$ cat src/rtl/ball_serve.sv
// Serve controller: parks the ball for a number of frames, then offers random launch parameters.
// Build option BALL_SERVE_AUTOSTART_EN: reset into WAIT and ignore start_i.
`ifndef RND_NUM_W
`define RND_NUM_W 16
`endif

module ball_serve #(
   parameter int RND_W              = `RND_NUM_W,
   parameter int SERVE_DELAY_FRAMES = 60,
   parameter int Y_W                = 10,
   parameter int Y_MIN              = 40,
   parameter int Y_RANGE_LOG2       = 8,
   parameter int SPD_W              = 3,
   parameter int SPD_MIN            = 1
) (
   input  logic             clk_i,
   input  logic             rst_i,
   input  logic [RND_W-1:0] rnd_num_i,
   input  logic             frame_tick_i,
   input  logic             start_i,
   input  logic             point_i,
   input  logic             point_side_i,
   output logic             launch_valid_o,
   input  logic             launch_ready_i,
   output logic             dir_x_o,
   output logic             dir_y_o,
   output logic [SPD_W-1:0] speed_y_o,
   output logic [Y_W-1:0]   pos_y_o,
   output logic             serving_o
);

   typedef enum logic [1:0] {IDLE, WAIT, OFFER, PLAY} state_t;

   typedef struct packed {
      logic             dir_x;
      logic             dir_y;
      logic [SPD_W-1:0] speed_y;
      logic [Y_W-1:0]   pos_y;
   } launch_t;

`ifdef BALL_SERVE_AUTOSTART_EN
   localparam state_t RST_STATE = WAIT;
   localparam bit     START_EN  = 1'b0;
`else
   localparam state_t RST_STATE = IDLE;
   localparam bit     START_EN  = 1'b1;
`endif

   localparam logic [7:0] LAST_CNT = 8'(SERVE_DELAY_FRAMES - 1);

   state_t     state_q, state_d;
   logic [7:0] cnt_q, cnt_d;
   logic       hdir_q, hdir_d;
   launch_t    launch_q, launch_d;

   always_ff @(posedge clk_i) begin
      if (rst_i) begin
         state_q  <= RST_STATE;
         cnt_q    <= '0;
         hdir_q   <= 1'b0;
         launch_q <= '0;
      end else begin
         state_q  <= state_d;
         cnt_q    <= cnt_d;
         hdir_q   <= hdir_d;
         launch_q <= launch_d;
      end
   end

   always_comb begin
      state_d  = state_q;
      cnt_d    = cnt_q;
      hdir_d   = hdir_q;
      launch_d = launch_q;
      unique case (state_q)
         IDLE: begin
            if (start_i && START_EN) begin
               state_d = WAIT;
               cnt_d   = '0;
               hdir_d  = rnd_num_i[3];
            end
         end
         WAIT: begin
            if (frame_tick_i) begin
               // Last parked frame: freeze this cycle's random word as the serve.
               if (cnt_q == LAST_CNT) begin
                  state_d          = OFFER;
                  launch_d.dir_x   = hdir_q;
                  launch_d.dir_y   = rnd_num_i[0];
                  launch_d.speed_y = SPD_W'(SPD_MIN) + SPD_W'(rnd_num_i[2:1]);
                  launch_d.pos_y   = Y_W'(Y_MIN) + Y_W'(rnd_num_i[RND_W-1 -: Y_RANGE_LOG2]);
               end else begin
                  cnt_d = cnt_q + 8'd1;
               end
            end
         end
         OFFER: begin
            if (launch_ready_i) state_d = PLAY;
         end
         PLAY: begin
            // Serve goes toward the player who conceded; a same-cycle tick is not counted.
            if (point_i) begin
               state_d = WAIT;
               cnt_d   = '0;
               hdir_d  = ~point_side_i;
            end
         end
         default: state_d = RST_STATE;
      endcase
   end

   assign launch_valid_o = (state_q == OFFER);
   assign serving_o      = (state_q != PLAY);
   assign dir_x_o        = launch_q.dir_x;
   assign dir_y_o        = launch_q.dir_y;
   assign speed_y_o      = launch_q.speed_y;
   assign pos_y_o        = launch_q.pos_y;

   logic unused_ok;
   assign unused_ok = ^{rnd_num_i, start_i};

endmodule

$ cat config.mk
export PLATFORM = sky130hd
export DESIGN_NAME = ball_serve
export DESIGN_NICKNAME = d
export VERILOG_FILES = /design/src/rtl/ball_serve.sv
export SDC_FILE = /design/constraint.sdc
export NUM_CORES = 1
export LEC_CHECK = 0
export BUFFER_PORTS_ARGS = -buffer_cell sky130_fd_sc_hd__buf_2
export CAP_MARGIN = 25
export CORE_AREA = 2 2 62 49
export CTS_BUF_LIST = sky130_fd_sc_hd__clkbuf_8
export DETAILED_ROUTE_END_ITERATION = 8
export DIE_AREA = 0 0 64 51
export HOLD_SLACK_MARGIN = 0.08
export PLACE_DENSITY = 0.75
export REMOVE_ABC_BUFFERS = 1
export SLEW_MARGIN = 20
export SYNTH_ARGS = -nofsm -noshare
export SYNTH_HDL_FRONTEND = slang
export SYNTH_SLANG_ARGS = --single-unit
$ cat constraint.sdc
create_clock -name clk_i -period 2.2 [get_ports clk_i]
set_input_delay 0.22 -clock clk_i [delete_from_list [all_inputs] [get_ports clk_i]]
set_output_delay 0.22 -clock clk_i [all_outputs]
set_load 0.02 [all_outputs]
# After elaboration in Yosys (flattened, before gate mapping)
# Cells that the tools add are included.
classes:
  n_bitwise: 1
  n_reduce_logical: 7
  addsub: 3
  n_eq_ne: 11
  muxes: 14
op_table:
  columns: ["operator", "n"]
  rows:
  - ["8-bit two-way mux", 4]
  - ["8-bit one-hot mux with 3 select lines", 1]
  - ["2-bit != test, second input constant", 6]
  - ["2-bit two-way mux", 5]
  - ["5-bit AND reduction", 2]
  - ["6-bit by 8-bit adder with 9-bit output, first input constant", 1]
  - ["8-bit by 1-bit adder with 8-bit output, second input constant", 1]
  - ["8-bit by 6-bit equality test with 1-bit output, second input constant", 1]
  - ["2-bit one-hot mux with 4 select lines", 1]
  - ["3-bit AND reduction", 2]
  - ["2-bit equality test, second input constant", 2]
  - ["1-bit by 2-bit adder with 3-bit output, first input constant", 1]
  - ["3-bit nonzero test", 1]
  - ["2-bit by 1-bit equality test with 1-bit output, second input constant", 1]
  - ["2-bit zero test", 1]
  - ["1-bit two-way mux", 2]
  - ["2-bit by 1-bit != test with 1-bit output, second input constant", 1]
  - ["1-bit one-hot mux with 2 select lines", 1]
  - ["2-bit nonzero test", 1]
  - ["1-bit NOT", 1]
totals:
  inputBits: 23
  register_bits: 26
  word_cells: 43

# Depth between registers and ports, before layout
# Gate-level depths: netlist of the first run.
logic_depth:
  ltp_word: 4
  depth_mapped: 8
  ltp_nobuf: 6

# Worst setup path before layout of the first run
# OpenSTA, ideal clock, no wires.
synth_timing:
  path_kind: "reg-to-reg"
  start: "register state_q[0]"
  end: "register cnt_q[6]"
  path_stages_with_launch: 8
  path_slack_ns: 0.271
  period_less_slack_ns: 1.929
  arrival_ns: 1.855
  n_path_buf: 1
  cell_sequence: "dfxtp_1 inv_1 ha_1 nor2b_1 or3_1 buf_2 or4_1 a31oi_1"
synth_via:
  elab_chain_cells: 3
  elab_cells_between_ends: 10
  classes_between: "eq/ne: 6; mux: 1; reduce/logical: 3"
synth_lines:
  columns: ["item", "line_no", "text"]
  rows:
  - ["start: declaration", "51", "state_t state_q, state_d;"]
  - ["start signal: assignment", "63", "state_q <= state_d;"]
  - ["2-bit by 1-bit equality test with 1-bit output (tied with other cells)", "75", "unique case (state_q)"]
  - ["2-bit != test (no source line) / 3-bit nonzero test (equally long branches)", null, null]
  - ["5-bit AND reduction (no source line)", null, null]
  - ["end signal: assignment", "64", "cnt_q <= cnt_d;"]
  - ["end: declaration", "52", "logic [7:0] cnt_q, cnt_d;"]
# Parallel ways exist; a longest one is shown, timed or not.
# A chain may end at the register's enable or synchronous reset.

# Worst setup path after layout of the first run
layout_timing:
  start: "register state_q[1]"
  end: "register cnt_q[0]"
# The elaborated chain is that of the path after synthesis.

==> impl_metrics.env, run 1 <==
export IMPL_ir_worst_vdd_mv=0.424
export IMPL_register_area_um2=500
export IMPL_root_buffer="clkbuf_8"
export IMPL_dp_cells=212
export IMPL_antenna_cells=0
export IMPL_final_nets=210
export IMPL_outcome="finished clean"
export IMPL_crit_fanout=8
export IMPL_drc=0
export IMPL_cts_resized=0
export IMPL_grt_first_pass_wirelength_um=4950
export IMPL_row_count=17
export IMPL_start_util_pct=47.9
export IMPL_syn_to_final_growth_pct=18.8
export IMPL_yosys_area_top_type_share_pct=38.1
export IMPL_worst_slack_ns=0.160
export IMPL_synth_distinct_cells=40
export IMPL_endpoint_kind="flop"
export IMPL_numCtsBuffers=3
export IMPL_cpPeakStageDelay_ns=0.61
export IMPL_drt_wl_total_um=3000
export IMPL_p_leak_nw=0.635
export IMPL_die_w_um=64
export IMPL_slew_headroom_pct=61.9
export IMPL_grt_max_degree=26
export IMPL_finalHoldViolations=0
export IMPL_min_path_type="in2reg"
export IMPL_cts_hold_buffers=0
export IMPL_syn_instance_count=147
export IMPL_post_route_cells_drive_above_1_share_pct=27.0
export IMPL_startpoint_type="flop"
export IMPL_cts_tree="yes"
export IMPL_worstPathRequired_ns=2.35
export IMPL_multi_input_area_um2=752
export IMPL_grt_pass1_vias=1115
export IMPL_wl_per_cell_um=13.9
export IMPL_drtIter0Drc=45
export IMPL_fin_crit_ns=2.04
export IMPL_power_density_nw_per_um2=792
export IMPL_max_freq_mhz=490
export IMPL_hpwl_um=2160
export IMPL_yosysTopAreaCell="dfxtp_1"
export IMPL_io_pins=40
export IMPL_instances_no_fill=216
export IMPL_rsz0062_at_grt="false"
export IMPL_detail_route_antenna_nets=0
export IMPL_cts_buffer_depth=2
export IMPL_path_cells="inv_1, ha_1, buf_4, or4_1, o21ai_1, o21ai_0"
export IMPL_antenna_found_initial=0
export IMPL_tightestPinTransition_ns=0.568
export IMPL_arrival_ns=2.19
export IMPL_fin_skew_ns=0.00453
export IMPL_cts_setup_buffers=0
export IMPL_grt_overflow=0
export IMPL_grt_usage_pct=19.5
export IMPL_dieArea_um2=3260
export IMPL_setup_viol=0
export IMPL_path_class="reg2reg"
export IMPL_place_ws_ns=0.130
export IMPL_die_h_um=51
export IMPL_vias=1207
export IMPL_portBuffers=34
export IMPL_cts_sinks=25
export IMPL_slew_viol_final=0
export IMPL_clk_latency_ns=0.27
export IMPL_viasPerCell=5.59
export IMPL_core_um2=2740
export IMPL_synth_area_um2=1310
export IMPL_globalplace_congestion=0.891
export IMPL_ys_warn_count=0
export IMPL_first_pass_iters=4
export IMPL_htree_levels=1
export IMPL_drv_cap=0
export IMPL_fillers=240
export IMPL_syn_area_per_cell_um2=8.94
export IMPL_synth_area_top_cells="dfxtp_1, mux2i_1, ha_1"
export IMPL_crit_path_top_delay_cell="or4_1"
export IMPL_seq_area_frac_synth_pct=38.1
export IMPL_ys_ff_latch=25
export IMPL_final_cell_mix="buf_2, dfxtp_1, nor2_1"
export IMPL_clk_pin_slew_ns=0.09
export IMPL_finalCritPeriodShare_pct=92.7
export IMPL_final_common_cell="buf_2"
export IMPL_finalSetupTns_ns=0
==> worst max-delay path, delay by kind of cell (launching register included) <==
| kind | cells | cell delay, ns |
|---|---|---|
| AOI/OAI and AO/OA | 2 | 0.41 |
| adders and majority gates | 1 | 0.23 |
| buffers and inverters | 2 | 0.28 |
| DFF | 1 | 0.39 |
| and+or+nand+nor | 1 | 0.61 |
==> power by group <==
group          internal (mW)  switching, mW
clock network          0.128          0.148
logic                  0.183          0.268
registers              0.481         0.0265
==> worst paths after layout <==
kind / start / end / slack, ns / cells after the start
max: state_q[1]$_SDFFE_PP0P_ / cnt_q[0]$_SDFFE_PP0P_ / 0.16 / 6
min reg2reg: hdir_q$_SDFFE_PP0P_ / hdir_q$_SDFFE_PP0P_ / 0.49 / 2
max reg2reg: state_q[1]$_SDFFE_PP0P_ / cnt_q[0]$_SDFFE_PP0P_ / 0.16 / 6
min: rnd_num_i[1] / speed_y_o[0]$_SDFFE_PP0P_ / 0.15 / 2
==> synth_stat cells <==
library cell / instances
a21oi_1: 9
o21ai_0: 4
o221ai_1: 1
nor3_1: 1
and2_1: 2
a41oi_1: 2
buf_6: 1
or4b_1: 1
mux2_2: 1
a221oi_1: 1
inv_1: 5
nand3_1: 6
or3_1: 2
nor2b_1: 3
and3_1: 3
nand2b_1: 1
conb_1: 1
dfxtp_1: 25
nand2_1: 7
nand4b_1: 1
nor4b_1: 1
buf_2: 1
nor2_1: 16
a311oi_1: 2
nand3b_1: 1
xor2_1: 1
a31oi_1: 3
or2_2: 1
nand2_4: 1
buf_4: 2
mux2i_1: 12
o21ai_1: 1
nor3_2: 1
o21ba_2: 1
ha_1: 8
a211oi_1: 3
xnor2_1: 2
clkbuf_1: 6
o211ai_1: 3
or4_1: 4
==> kinds of logic after synthesis <==
| logic type | after synthesis | share of synthesized area [%] |
|---|---|---|
| other cells | 1 | 0.285 |
| buf+inv | 15 | 5.52 |
| compound gates | 30 | 15.0 |
| simple gates | 52 | 21.5 |
| fa+ha+maj | 8 | 7.62 |
| xor+xnor | 3 | 2.00 |
| flops | 25 | 38.1 |
| mux | 13 | 10.0 |
==> stage by stage <==
stage | instance area [µm²] | util (%) | total power, mW | hold slack (ns)
after floorplan | 1260 | - | 0.807 | 0.289
after global placement | 1500 | 54.7 | 0.934 | 0.434
after detailed placement | 1500 | 54.7 | 0.950 | 0.438
after CTS | 1550 | 56.5 | 1.23 | 0.145
after global routing | 1560 | 56.9 | 1.31 | 0.139
final | 1560 | 56.9 | 1.24 | 0.149
==> state kept, by name (all words and copies together) (netlist names) <==
name,cells
state_q,2
cnt_q,8
speed_y_o,3
dir_y_o,1
dir_x_o,1
hdir_q,1
pos_y_o,9
==> per-layer routing <==
metal / share of wire [%] / track usage [%] / wire length, µm
met5: 0 / 0 / 0
met4: 0.70 / 5.07 / 21
met3: 6.1 / 4.63 / 182
met2: 49 / 35.1 / 1480
met1: 44 / 23.5 / 1310
==> layout make-up <==
type | instances | area share [%]
well taps | 38 | 3.05
flip-flops and latches | 25 | 32.1
multi-input cells | 107 | 48.2
clock inverters | 1 | 0.481
clock buffers | 3 | 2.65
inverters | 5 | 1.20
repair buffers | 37 | 12.3
No activity file was read; power rests on OpenSTA's default activity.
==> inputs of run 2 (changes only) <==
- CORE_AREA: 2 2 62 49 -> 2 2 63 50
- CTS_BUF_LIST: sky130_fd_sc_hd__clkbuf_8 -> unset
- DIE_AREA: 0 0 64 51 -> 0 0 65 52
- PLACE_DENSITY: 0.75 -> 0.72
- TNS_END_PERCENT: unset -> 1
==> run 2 against run 1 <==
  * Via count decreased by 4.3%
  * Combinational power shrank 4%
  * Sequential power is essentially flat
  * Highest routed layer is now met3
  * Flip-flop and latch count did not move
  * Routed wire length decreased by 11%
  * Utilization is 0.78 points lower
==> impl_metrics.env, run 2 (synthesized netlist as in run 1, its figures left out) <==
export IMPL_row_count=17
export IMPL_final_cell_mix="buf_2, dfxtp_1, nor2_1"
export IMPL_setup_viol=0
export IMPL_drv_cap=0
export IMPL_p_leak_nw=0.642
export IMPL_min_path_type="in2reg"
export IMPL_hpwl_um=2070
export IMPL_grt_usage_pct=18.1
export IMPL_arrival_ns=2.22
export IMPL_worstHoldStart="rnd_num_i[11]"
export IMPL_first_pass_iters=4
export IMPL_grt_overflow=0
export IMPL_ir_worst_vdd_mv=0.393
export IMPL_io_pins=40
export IMPL_die_w_um=65
export IMPL_syn_to_final_growth_pct=19.0
export IMPL_placed_area_um2=1510
export IMPL_antenna_cells=0
export IMPL_r2r_end="cnt_q[7]$_SDFFE_PP0P_"
export IMPL_core_um2=2790
export IMPL_finalHoldViolations=0
export IMPL_detail_route_antenna_nets=0
export IMPL_antenna_found_initial=0
export IMPL_globalplace_congestion=0.832
export IMPL_numCtsBuffers=3
export IMPL_drc=0
export IMPL_vias=1155
export IMPL_final_nets=211
export IMPL_finalCritPeriodShare_pct=92.0
export IMPL_die_h_um=52
export IMPL_path_class="reg2reg"
export IMPL_outcome="finished clean"
export IMPL_start_util_pct=47.1
export IMPL_wl_met3_um=149
export IMPL_wl_met2_um=1240
export IMPL_startpoint_type="flop"
export IMPL_fin_crit_ns=2.02
export IMPL_final_common_cell="buf_2"
export IMPL_clk_pin_slew_ns=0.09
export IMPL_fin_skew_ns=0.00753
export IMPL_portBuffers=34
export IMPL_crit_fanout=7
export IMPL_highest_layer="met3"
export IMPL_root_buffer="clkbuf_8"
export IMPL_slew_viol_final=0
export IMPL_finalSetupTns_ns=0
export IMPL_r2r_cells=6
export IMPL_drt_wl_total_um=2680
export IMPL_worstPathRequired_ns=2.40
export IMPL_postLayoutCellArea_um2=1560
export IMPL_grt_pass1_vias=1152
export IMPL_clk_latency_ns=0.27
export IMPL_grt_max_degree=26
export IMPL_timing_rr_start="state_q[0]$_SDFFE_PP0P_"
export IMPL_wl_per_cell_um=12.3
export IMPL_drtIter0Drc=60
export IMPL_htree_levels=1
export IMPL_wirelength_met1_um=1290
export IMPL_max_freq_mhz=494
export IMPL_hold_depth=2
export IMPL_dieArea_um2=3380
export IMPL_hold_end="pos_y_o[3]$_SDFFE_PP0P_"
export IMPL_cts_resized=0
export IMPL_rrSetupSlack_ns=0.18
export IMPL_cts_hold_buffers=0
export IMPL_endpoint_kind="flop"
export IMPL_cts_setup_buffers=0
export IMPL_cts_tree="yes"
export IMPL_power_density_nw_per_um2=785
export IMPL_viasPerCell=5.32
export IMPL_cts_sinks=25
export IMPL_grt_first_pass_wirelength_um=4830
export IMPL_largest_reg_flops=9
export IMPL_cts_buffer_depth=2
export IMPL_rsz0062_at_grt="false"
export IMPL_post_route_cells_drive_above_1_share_pct=26.8
-- run 2: changes by cell type in the layout (fill, tap and decap cells not counted), sizes merged --
cell	previous run	this run
clkinvlp	1	0
inv	5	6
buf	37	38
-- run 2: per-layer routing --
metal  up-vias  global-route usage [%]
li1        589                       -
met1       536                    23.2
met2        30                    30.8
met3         0                    4.76
met4         0                    3.55
met5         -                       0
-- run 2: worst max path at each step --
| stage | from | to | slack [ns] | depth (start not counted) |
|---|---|---|---|---|
| 2_1_floorplan | cnt_q[2]$_SDFFE_PP0P_ | dir_x_o$_SDFFE_PP0P_ | 0.23 | 4 |
| 3_3_place_gp | state_q[0]$_SDFFE_PP0P_ | cnt_q[6]$_SDFFE_PP0P_ | 0.22 | 6 |
| 3_5_place_dp | state_q[0]$_SDFFE_PP0P_ | cnt_q[7]$_SDFFE_PP0P_ | 0.16 | 6 |
| 4_1_cts | state_q[0]$_SDFFE_PP0P_ | cnt_q[7]$_SDFFE_PP0P_ | 0.12 | 6 |
| 5_1_grt | state_q[0]$_SDFFE_PP0P_ | cnt_q[7]$_SDFFE_PP0P_ | 0.05 | 6 |
| 6_report | state_q[0]$_SDFFE_PP0P_ | cnt_q[7]$_SDFFE_PP0P_ | 0.18 | 6 |
-- run 2: cell type report --
cell class              count  area, µm²
inverters                   5       18.8
clock inverters             1       8.76
clock buffers               3       41.3
multi-input cells         107        746
well taps                  38       47.5
repair buffers             38        200
fillers                   261       1220
flip-flops and latches     25        500
-- run 2: critical path: stages, from the launching register on --
cell,delay (ns)
dfxtp_1,0.40
inv_1,0.10
ha_1,0.19
nor2b_1,0.15
or3_4,0.41
or4_1,0.53
a21oi_1,0.16
-- run 2: power breakdown --
group | internal, mW | switching [mW]
combinational | 0.183 | 0.251
clock | 0.133 | 0.152
sequential | 0.481 | 0.0261
total | 0.797 | 0.429
-- run 2: through the flow --
step / total power, mW / cells / util (%) / hold WS (ns) / setup WS [ns]
after floorplan: 0.807 / 137 / - / 0.289 / 0.232
after global placement: 0.934 / 213 / 54.1 / 0.432 / 0.225
after detailed placement: 0.948 / 213 / 54.1 / 0.443 / 0.156
final: 1.23 / 217 / 56.1 / 0.153 / 0.176
after CTS: 1.23 / 217 / 55.9 / 0.147 / 0.122
after global routing: 1.32 / 217 / 56.1 / 0.149 / 0.0511
